`src/rtl/pipe_trace_buffer_pkg.sv`:
```
// ----------------------------------------------------------------------------
// pipe_trace_buffer_pkg
//   Shared definitions for the pipeline trace recorder: capture-FSM state
//   encodings, stage index names (F..W, F is the LSB slice of the flattened
//   stage word bus) and the trace entry width calculation.
//   Optional feature macro: PIPE_TRACE_TIMESTAMP_EN (adds a TS_W timestamp
//   as the MSBs of every entry).
// ----------------------------------------------------------------------------
package pipe_trace_buffer_pkg;

    typedef enum logic [1:0] {
        ST_IDLE   = 2'd0,
        ST_ARMED  = 2'd1,
        ST_POST   = 2'd2,
        ST_FROZEN = 2'd3
    } trace_state_t;

    // Stage slice index within stage_ir, fetch first.
    typedef enum int {
        STG_F = 0,
        STG_D = 1,
        STG_E = 2,
        STG_M = 3,
        STG_W = 4
    } stage_idx_t;

`ifdef PIPE_TRACE_TIMESTAMP_EN
    localparam bit TS_ON = 1'b1;
`else
    localparam bit TS_ON = 1'b0;
`endif

    // Entry layout is {[ts], fwd_sel, stall, stage_ir}.
    function automatic int entry_width(input int stages, input int iw,
                                       input int fwd_w, input int ts_w);
        return fwd_w + 1 + stages * iw + (TS_ON ? ts_w : 0);
    endfunction

endpackage

```
`src/rtl/pipe_trace_buffer_ram.sv`:
```
// ----------------------------------------------------------------------------
// pipe_trace_buffer_ram
//   DEPTH x WIDTH trace storage with one synchronous write port and one
//   synchronous read port. The storage array has no reset; only the read
//   data register is cleared so the buffer presents zero after reset.
// Ports:
//   clk    in   clock
//   reset  in   asynchronous active-high, clears rdata only
//   we     in   write enable
//   waddr  in   write address
//   wdata  in   write data
//   re     in   read enable (rdata updates on the next edge)
//   raddr  in   read address
//   rdata  out  registered read data
// ----------------------------------------------------------------------------
module pipe_trace_buffer_ram #(
    parameter int DEPTH = 16,
    parameter int WIDTH = 176,
    localparam int AW   = $clog2(DEPTH)
) (
    input  logic             clk,
    input  logic             reset,
    input  logic             we,
    input  logic [AW-1:0]    waddr,
    input  logic [WIDTH-1:0] wdata,
    input  logic             re,
    input  logic [AW-1:0]    raddr,
    output logic [WIDTH-1:0] rdata
);

    logic [WIDTH-1:0] mem [DEPTH];

    always_ff @(posedge clk) begin
        if (we) begin
            mem[waddr] <= wdata;
        end
    end

    always_ff @(posedge clk or posedge reset) begin
        if (reset) begin
            rdata <= '0;
        end else if (re) begin
            rdata <= mem[raddr];
        end
    end

endmodule

```
`src/rtl/pipe_trace_buffer.sv`:
```
// ----------------------------------------------------------------------------
// pipe_trace_buffer
//   Per-cycle trace recorder for the 5-stage core. Records every qualified
//   cycle's stage instruction words, stall and forward selects into a
//   circular buffer, freezes a window around a masked-compare trigger and
//   drains the frozen window oldest-first over a 1-cycle-latency read port.
//   Observation only; nothing here drives the core.
//   Optional feature macro: PIPE_TRACE_TIMESTAMP_EN (free-running cycle
//   counter prepended to each entry).
// Ports:
//   clk, reset  clock / asynchronous active-high reset
//   arm         pulse: clear buffer and start recording (ARMED)
//   cap_en      cycle qualifier, 0 = cycle not recorded
//   stage_ir    flattened stage instruction words, F in the LSBs
//   stall       core stall
//   fwd_sel     forward MUX selects
//   trig_val    trigger compare value
//   trig_msk    trigger compare mask (1 = bit compared)
//   trig_stg    stage whose word is compared
//   rd_req      request next oldest entry (FROZEN only)
//   rd_valid    rd_data valid (1-cycle pulse)
//   rd_data     {[ts], fwd_sel, stall, stage_ir}
//   rd_empty    no unread entries
//   frozen      capture window frozen
//   count       valid entries, saturates at DEPTH
// ----------------------------------------------------------------------------
module pipe_trace_buffer
    import pipe_trace_buffer_pkg::*;
#(
    parameter int  STAGES    = 5,
    parameter int  IW        = 32,
    parameter int  FWD_W     = 15,
    parameter int  DEPTH     = 16,
    parameter int  POST_TRIG = 8,
    parameter int  TS_W      = 16,
    localparam int TSG_W     = (STAGES > 1) ? $clog2(STAGES) : 1,
    localparam int ENTRY_W   = entry_width(STAGES, IW, FWD_W, TS_W),
    localparam int CW        = $clog2(DEPTH) + 1
) (
    input  logic                 clk,
    input  logic                 reset,
    input  logic                 arm,
    input  logic                 cap_en,
    input  logic [STAGES*IW-1:0] stage_ir,
    input  logic                 stall,
    input  logic [FWD_W-1:0]     fwd_sel,
    input  logic [IW-1:0]        trig_val,
    input  logic [IW-1:0]        trig_msk,
    input  logic [TSG_W-1:0]     trig_stg,
    input  logic                 rd_req,
    output logic                 rd_valid,
    output logic [ENTRY_W-1:0]   rd_data,
    output logic                 rd_empty,
    output logic                 frozen,
    output logic [CW-1:0]        count
);

    localparam int              AW        = $clog2(DEPTH);
    localparam logic [CW-1:0]   FULL      = CW'(DEPTH);
    localparam int              PT_M1     = (POST_TRIG > 0) ? POST_TRIG - 1 : 0;
    localparam logic [AW-1:0]   POST_LAST = AW'(PT_M1);

    trace_state_t       state;
    logic [AW-1:0]      wr_ptr;
    logic [AW-1:0]      post_cnt;

    logic [IW-1:0]      trig_word_p0;
    logic               trig_stg_ok_p0;
    logic               trig_hit_p0;
    logic               capture_p0;
    logic               rd_accept_p0;
    logic [AW-1:0]      rd_addr_p0;
    logic [ENTRY_W-1:0] entry_p0;

    // ---- stage p0: entry assembly, trigger compare, request qualification ----
`ifdef PIPE_TRACE_TIMESTAMP_EN
    logic [TS_W-1:0] ts;

    always_ff @(posedge clk or posedge reset) begin
        if (reset) begin
            ts <= '0;
        end else begin
            ts <= ts + TS_W'(1);
        end
    end

    assign entry_p0 = {ts, fwd_sel, stall, stage_ir};
`else
    assign entry_p0 = {fwd_sel, stall, stage_ir};
`endif

    // An out-of-range stage index selects nothing, so it can never match
    // even with an all-zero mask.
    always_comb begin
        trig_word_p0   = '0;
        trig_stg_ok_p0 = 1'b0;
        for (int i = 0; i < STAGES; i++) begin
            if (int'(trig_stg) == i) begin
                trig_word_p0   = stage_ir[i*IW +: IW];
                trig_stg_ok_p0 = 1'b1;
            end
        end
    end

    assign trig_hit_p0  = trig_stg_ok_p0 &&
                          (((trig_word_p0 ^ trig_val) & trig_msk) == '0);

    // arm takes priority over both capture and readout in the same cycle.
    assign capture_p0   = !arm && cap_en &&
                          (state == ST_ARMED || state == ST_POST);
    assign rd_accept_p0 = !arm && rd_req && (state == ST_FROZEN) &&
                          (count != '0);

    // Oldest entry; with a full buffer count[AW-1:0] is 0 so this is wr_ptr.
    assign rd_addr_p0   = wr_ptr - count[AW-1:0];

    // ---- stage p1: control state, buffer write, registered read ----
    always_ff @(posedge clk or posedge reset) begin
        if (reset) begin
            state    <= ST_IDLE;
            wr_ptr   <= '0;
            count    <= '0;
            post_cnt <= '0;
            rd_valid <= 1'b0;
            rd_empty <= 1'b1;
            frozen   <= 1'b0;
        end else begin
            rd_valid <= rd_accept_p0;
            if (arm) begin
                state    <= ST_ARMED;
                wr_ptr   <= '0;
                count    <= '0;
                post_cnt <= '0;
                rd_empty <= 1'b1;
                frozen   <= 1'b0;
            end else begin
                if (capture_p0) begin
                    wr_ptr   <= wr_ptr + AW'(1);
                    rd_empty <= 1'b0;
                    if (count != FULL) begin
                        count <= count + CW'(1);
                    end
                end
                case (state)
                    ST_ARMED: begin
                        if (capture_p0 && trig_hit_p0) begin
                            if (POST_TRIG == 0) begin
                                state  <= ST_FROZEN;
                                frozen <= 1'b1;
                            end else begin
                                state <= ST_POST;
                            end
                        end
                    end
                    ST_POST: begin
                        if (capture_p0) begin
                            post_cnt <= post_cnt + AW'(1);
                            if (post_cnt == POST_LAST) begin
                                state  <= ST_FROZEN;
                                frozen <= 1'b1;
                            end
                        end
                    end
                    ST_FROZEN: begin
                        if (rd_accept_p0) begin
                            count    <= count - CW'(1);
                            rd_empty <= (count == CW'(1));
                        end
                    end
                    default: begin
                    end
                endcase
            end
        end
    end

    pipe_trace_buffer_ram #(
        .DEPTH (DEPTH),
        .WIDTH (ENTRY_W)
    ) u_trace_ram (
        .clk   (clk),
        .reset (reset),
        .we    (capture_p0),
        .waddr (wr_ptr),
        .wdata (entry_p0),
        .re    (rd_accept_p0),
        .raddr (rd_addr_p0),
        .rdata (rd_data)
    );

endmodule
```
`config.mk`:
```
export PLATFORM = sky130hd
export DESIGN_NAME = pipe_trace_buffer
export DESIGN_NICKNAME = d
export VERILOG_FILES = /design/src/rtl/pipe_trace_buffer_pkg.sv /design/src/rtl/pipe_trace_buffer_ram.sv /design/src/rtl/pipe_trace_buffer.sv
export SDC_FILE = /design/constraint.sdc
export NUM_CORES = 2
export LEC_CHECK = 0
export ABC_AREA = 1
export CAP_MARGIN = 30
export CORE_UTILIZATION = 25
export CTS_CLUSTER_SIZE = 24
export DETAILED_ROUTE_END_ITERATION = 10
export MAX_ROUTING_LAYER = met4
export SLEW_MARGIN = 15
export SYNTH_ARGS = -nofsm -noshare
export SYNTH_HDL_FRONTEND = slang
export SYNTH_SLANG_ARGS = --single-unit
```
`constraint.sdc`:
```
create_clock -name clk -period 11.8 [get_ports clk]
set_clock_uncertainty 0.15 [all_clocks]
set_input_delay 2.36 -clock clk [delete_from_list [all_inputs] [get_ports clk]]
set_output_delay 2.36 -clock clk [all_outputs]
set_load 0.02 [all_outputs]
```
==> metrics.yaml <==
status: "completed"
synth.yosys.seq_area_share: 0.7582
use_met1: 0.2149
grt_busiest_layer: "met2"
async_reset_ff_frac: 0.06445
post_cts_buffers: 0
syn_inst: 7784
cts_resized: 0
power_leakage_nw: 47.76
cts_tree: "yes"
ys_types: 40
numCtsBuffers: 310
grt_usage: 0.1594
crit_path_start_kind: "primary input"
die_x_um: 688.8
tns_ps: 0
row_count: 251
arrival_ps: 6200
timing.fmax_ghz: 0.1803
final_cell_area_um2: 140800
final-max-slew-violation-count: 0
critPathRequiredTime_ps: 12450
grt_setup_unrepaired: "false"
setup_slack_ps: 6255
antenna_found_initial: 123
avgViaCountPerCell: 4.833
vias: 71067
power_density_nw_per_um2: 243.4
yosysWarnings: 0
synth_edf_count: 2816
port_buffers: 431
finalNetCount: 8452
wire_per_inst_um: 25.93
grt_overflow: 0
drv_cap: 0
grt.met3_usage: 0.03769
grt_pass1_wl_um: 530400
start_util: 0.2517
boundaryPins: 432
met2_usage: 0.2450
ys_ff_latch: 3010
synth_nets: 8047
synth_area_um2: 117900
place_inst: 14068
clkTransAtPathRegs_ps: 60
grt_max_degree: 221
max_slew.worst_pin.slew_ps: 1208
cts.sinks: 3010
cts_max_level: 5
critPathMaxFanout: 61
syn2layout_area_growth_pct: 19.35
drtIter0Drc: 7745
finalHoldViolCount: 0
hpwl_um: 224400
dieHeight_um: 688.8
syn_area_per_cell_um2: 15.15
final_layout_size_suffix_gt1_frac: 0.08586
min_period_ps: 5545
final_core_utilization: 0.3004
clockBufferDepth: 4
setup_viol: 0
power_mw: 34.27
clock_latency_ps: 930
gp_congestion: 0.8370
end_kind: "flip-flop"
timing.final.crit_share: 0.4699
vdd_drop_max_mv: 0.2830
wirelength_um: 381300
clockRootBuffer: "clkbuf_16"
grt_pass1_vias: 68335
crit_type: "in2reg"
ys.flop_type: "edfxtp_1"
relSlewSlack: 0.1947
dpl_cell_area_um2: 130400
fin_hold_ws_ps: 348.0
drc: 0
core_area_um2: 468600
die_area_um2: 474500
postRouteAntennaNets: 0
cts_hold_buf: 0
holdCritPathClass: "reg2reg"
dp_slack_ps: 5357
final_cell_count_no_fill: 14704
firstDrtPassIters: 6
[routing by layer]
| layer | up-vias | share of wire |
|---|---|---|
| met5 | - | 0 |
| met4 | 0 | 0.020 |
| met3 | 412 | 0.080 |
| met2 | 2586 | 0.46 |
| met1 | 36730 | 0.44 |
| li1 | 31339 | - |
[logic make-up (layout without fill, tap and decap cells)]
group | count (synthesis) | count (layout) | synth area share
DFF | 3010 | 3010 | 0.7582
and+or+nand+nor | 1757 | 1757 | 0.06364
AOI/OAI and AO/OA | 1609 | 1609 | 0.09272
muxes | 704 | 704 | 0.05975
buffers and inverters | 682 | 1342 | 0.02355
adders and majority gates | 15 | 15 | 0.001655
xor gates and xnor gates | 7 | 7 | 0.0005198
other | 0 | 62 | 0
[state kept, by name, summed over array words and instances (netlist names)]
name / cells
u_trace_ram.mem: 2816
u_trace_ram.rdata: 176
count: 5
post_cnt: 4
wr_ptr: 4
state: 2
frozen: 1
rd_empty: 1
rd_valid: 1
[worst max-delay path: stages]
cell,delay [ps]
clkdlybuf4s50_1,760
inv_2,590
buf_12,270
nand3_4,490
or2_2,500
nand2_1,70
nand2_1,60
nand2_1,60
nand2_1,50
nand3_1,60
nand2_1,70
nor2_1,120
nand2_1,80
nor2_1,110
nand2_1,150
nand2_2,120
nand3_1,90
nand2_1,70
nand2_1,50
[area by class of cell]
cell class / count / area, µm²
clock inverters: 140 / 1458
repair buffers: 676 / 7025
flip-flops and latches: 3010 / 89420
clock buffers: 427 / 8606
well taps: 6198 / 7755
fillers: 46348 / 327800
diodes: 62 / 155.1
multi-input cells: 4092 / 25940
inverters: 99 / 409.1
[power by group]
part           internal [mW]  total (mW)  switching [mW]
clock network           5.53        9.70            4.17
registers               12.2        12.7           0.486
logic                   4.07        11.9            7.80
total                   21.8        34.3            12.5
[final timing paths]
kind	startpoint	end	slack (ps)	cells after the start
hold / removal	post_cnt[2]	post_cnt[2]	350	1
min in group asynchronous	reset	u_trace_ram.rdata[149]	1850	2
setup / recovery	trig_stg[2]	state[1]	6260	19
max in group asynchronous	reset	u_trace_ram.rdata[54]	8230	3
setup reg to reg	wr_ptr[0]	u_trace_ram.rdata[82]	6440	10
hold reg to reg	post_cnt[2]	post_cnt[2]	350	1
[cells in the mapped netlist (4+ instances only)]
cell      count  area [µm²]
a21oi_1      10       50.05
a31oi_1     176        1101
buf_1        24       90.09
buf_2       158       790.8
clkbuf_1    396        1486
dfrtp_1     193        4830
edfxtp_1   2816       84560
ha_1         14       175.2
inv_1        93       349.1
inv_2         5       18.77
mux2i_1     704        7047
nand2_1     207       777.0
nand3_1     522        2613
nand4_1      32       200.2
nor2_1      926        3476
o21ai_0     712        3563
o221ai_1    704        6166
or2_0        29       181.4
or2_1        29       181.4
or2_2         4       25.02
xor2_1        4       35.03
[cell usage in the layout, fill, tap and decap left out, drive strengths merged, types with 4 or more instances in the layout]
master,count
inv,110
mux2i,704
diode,62
xor2,4
nand3,522
or2,62
buf,246
clkdlybuf4s50,430
o21ai,713
ha,14
clkinvlp,12
edfxtp,2816
a31oi,176
dfrtp,193
bufinv,17
nand2,208
nor2,928
o221ai,704
clkinv,100
a21oi,10
clkbuf,427
nand4,32
Power figures use the tool's default switching activity.
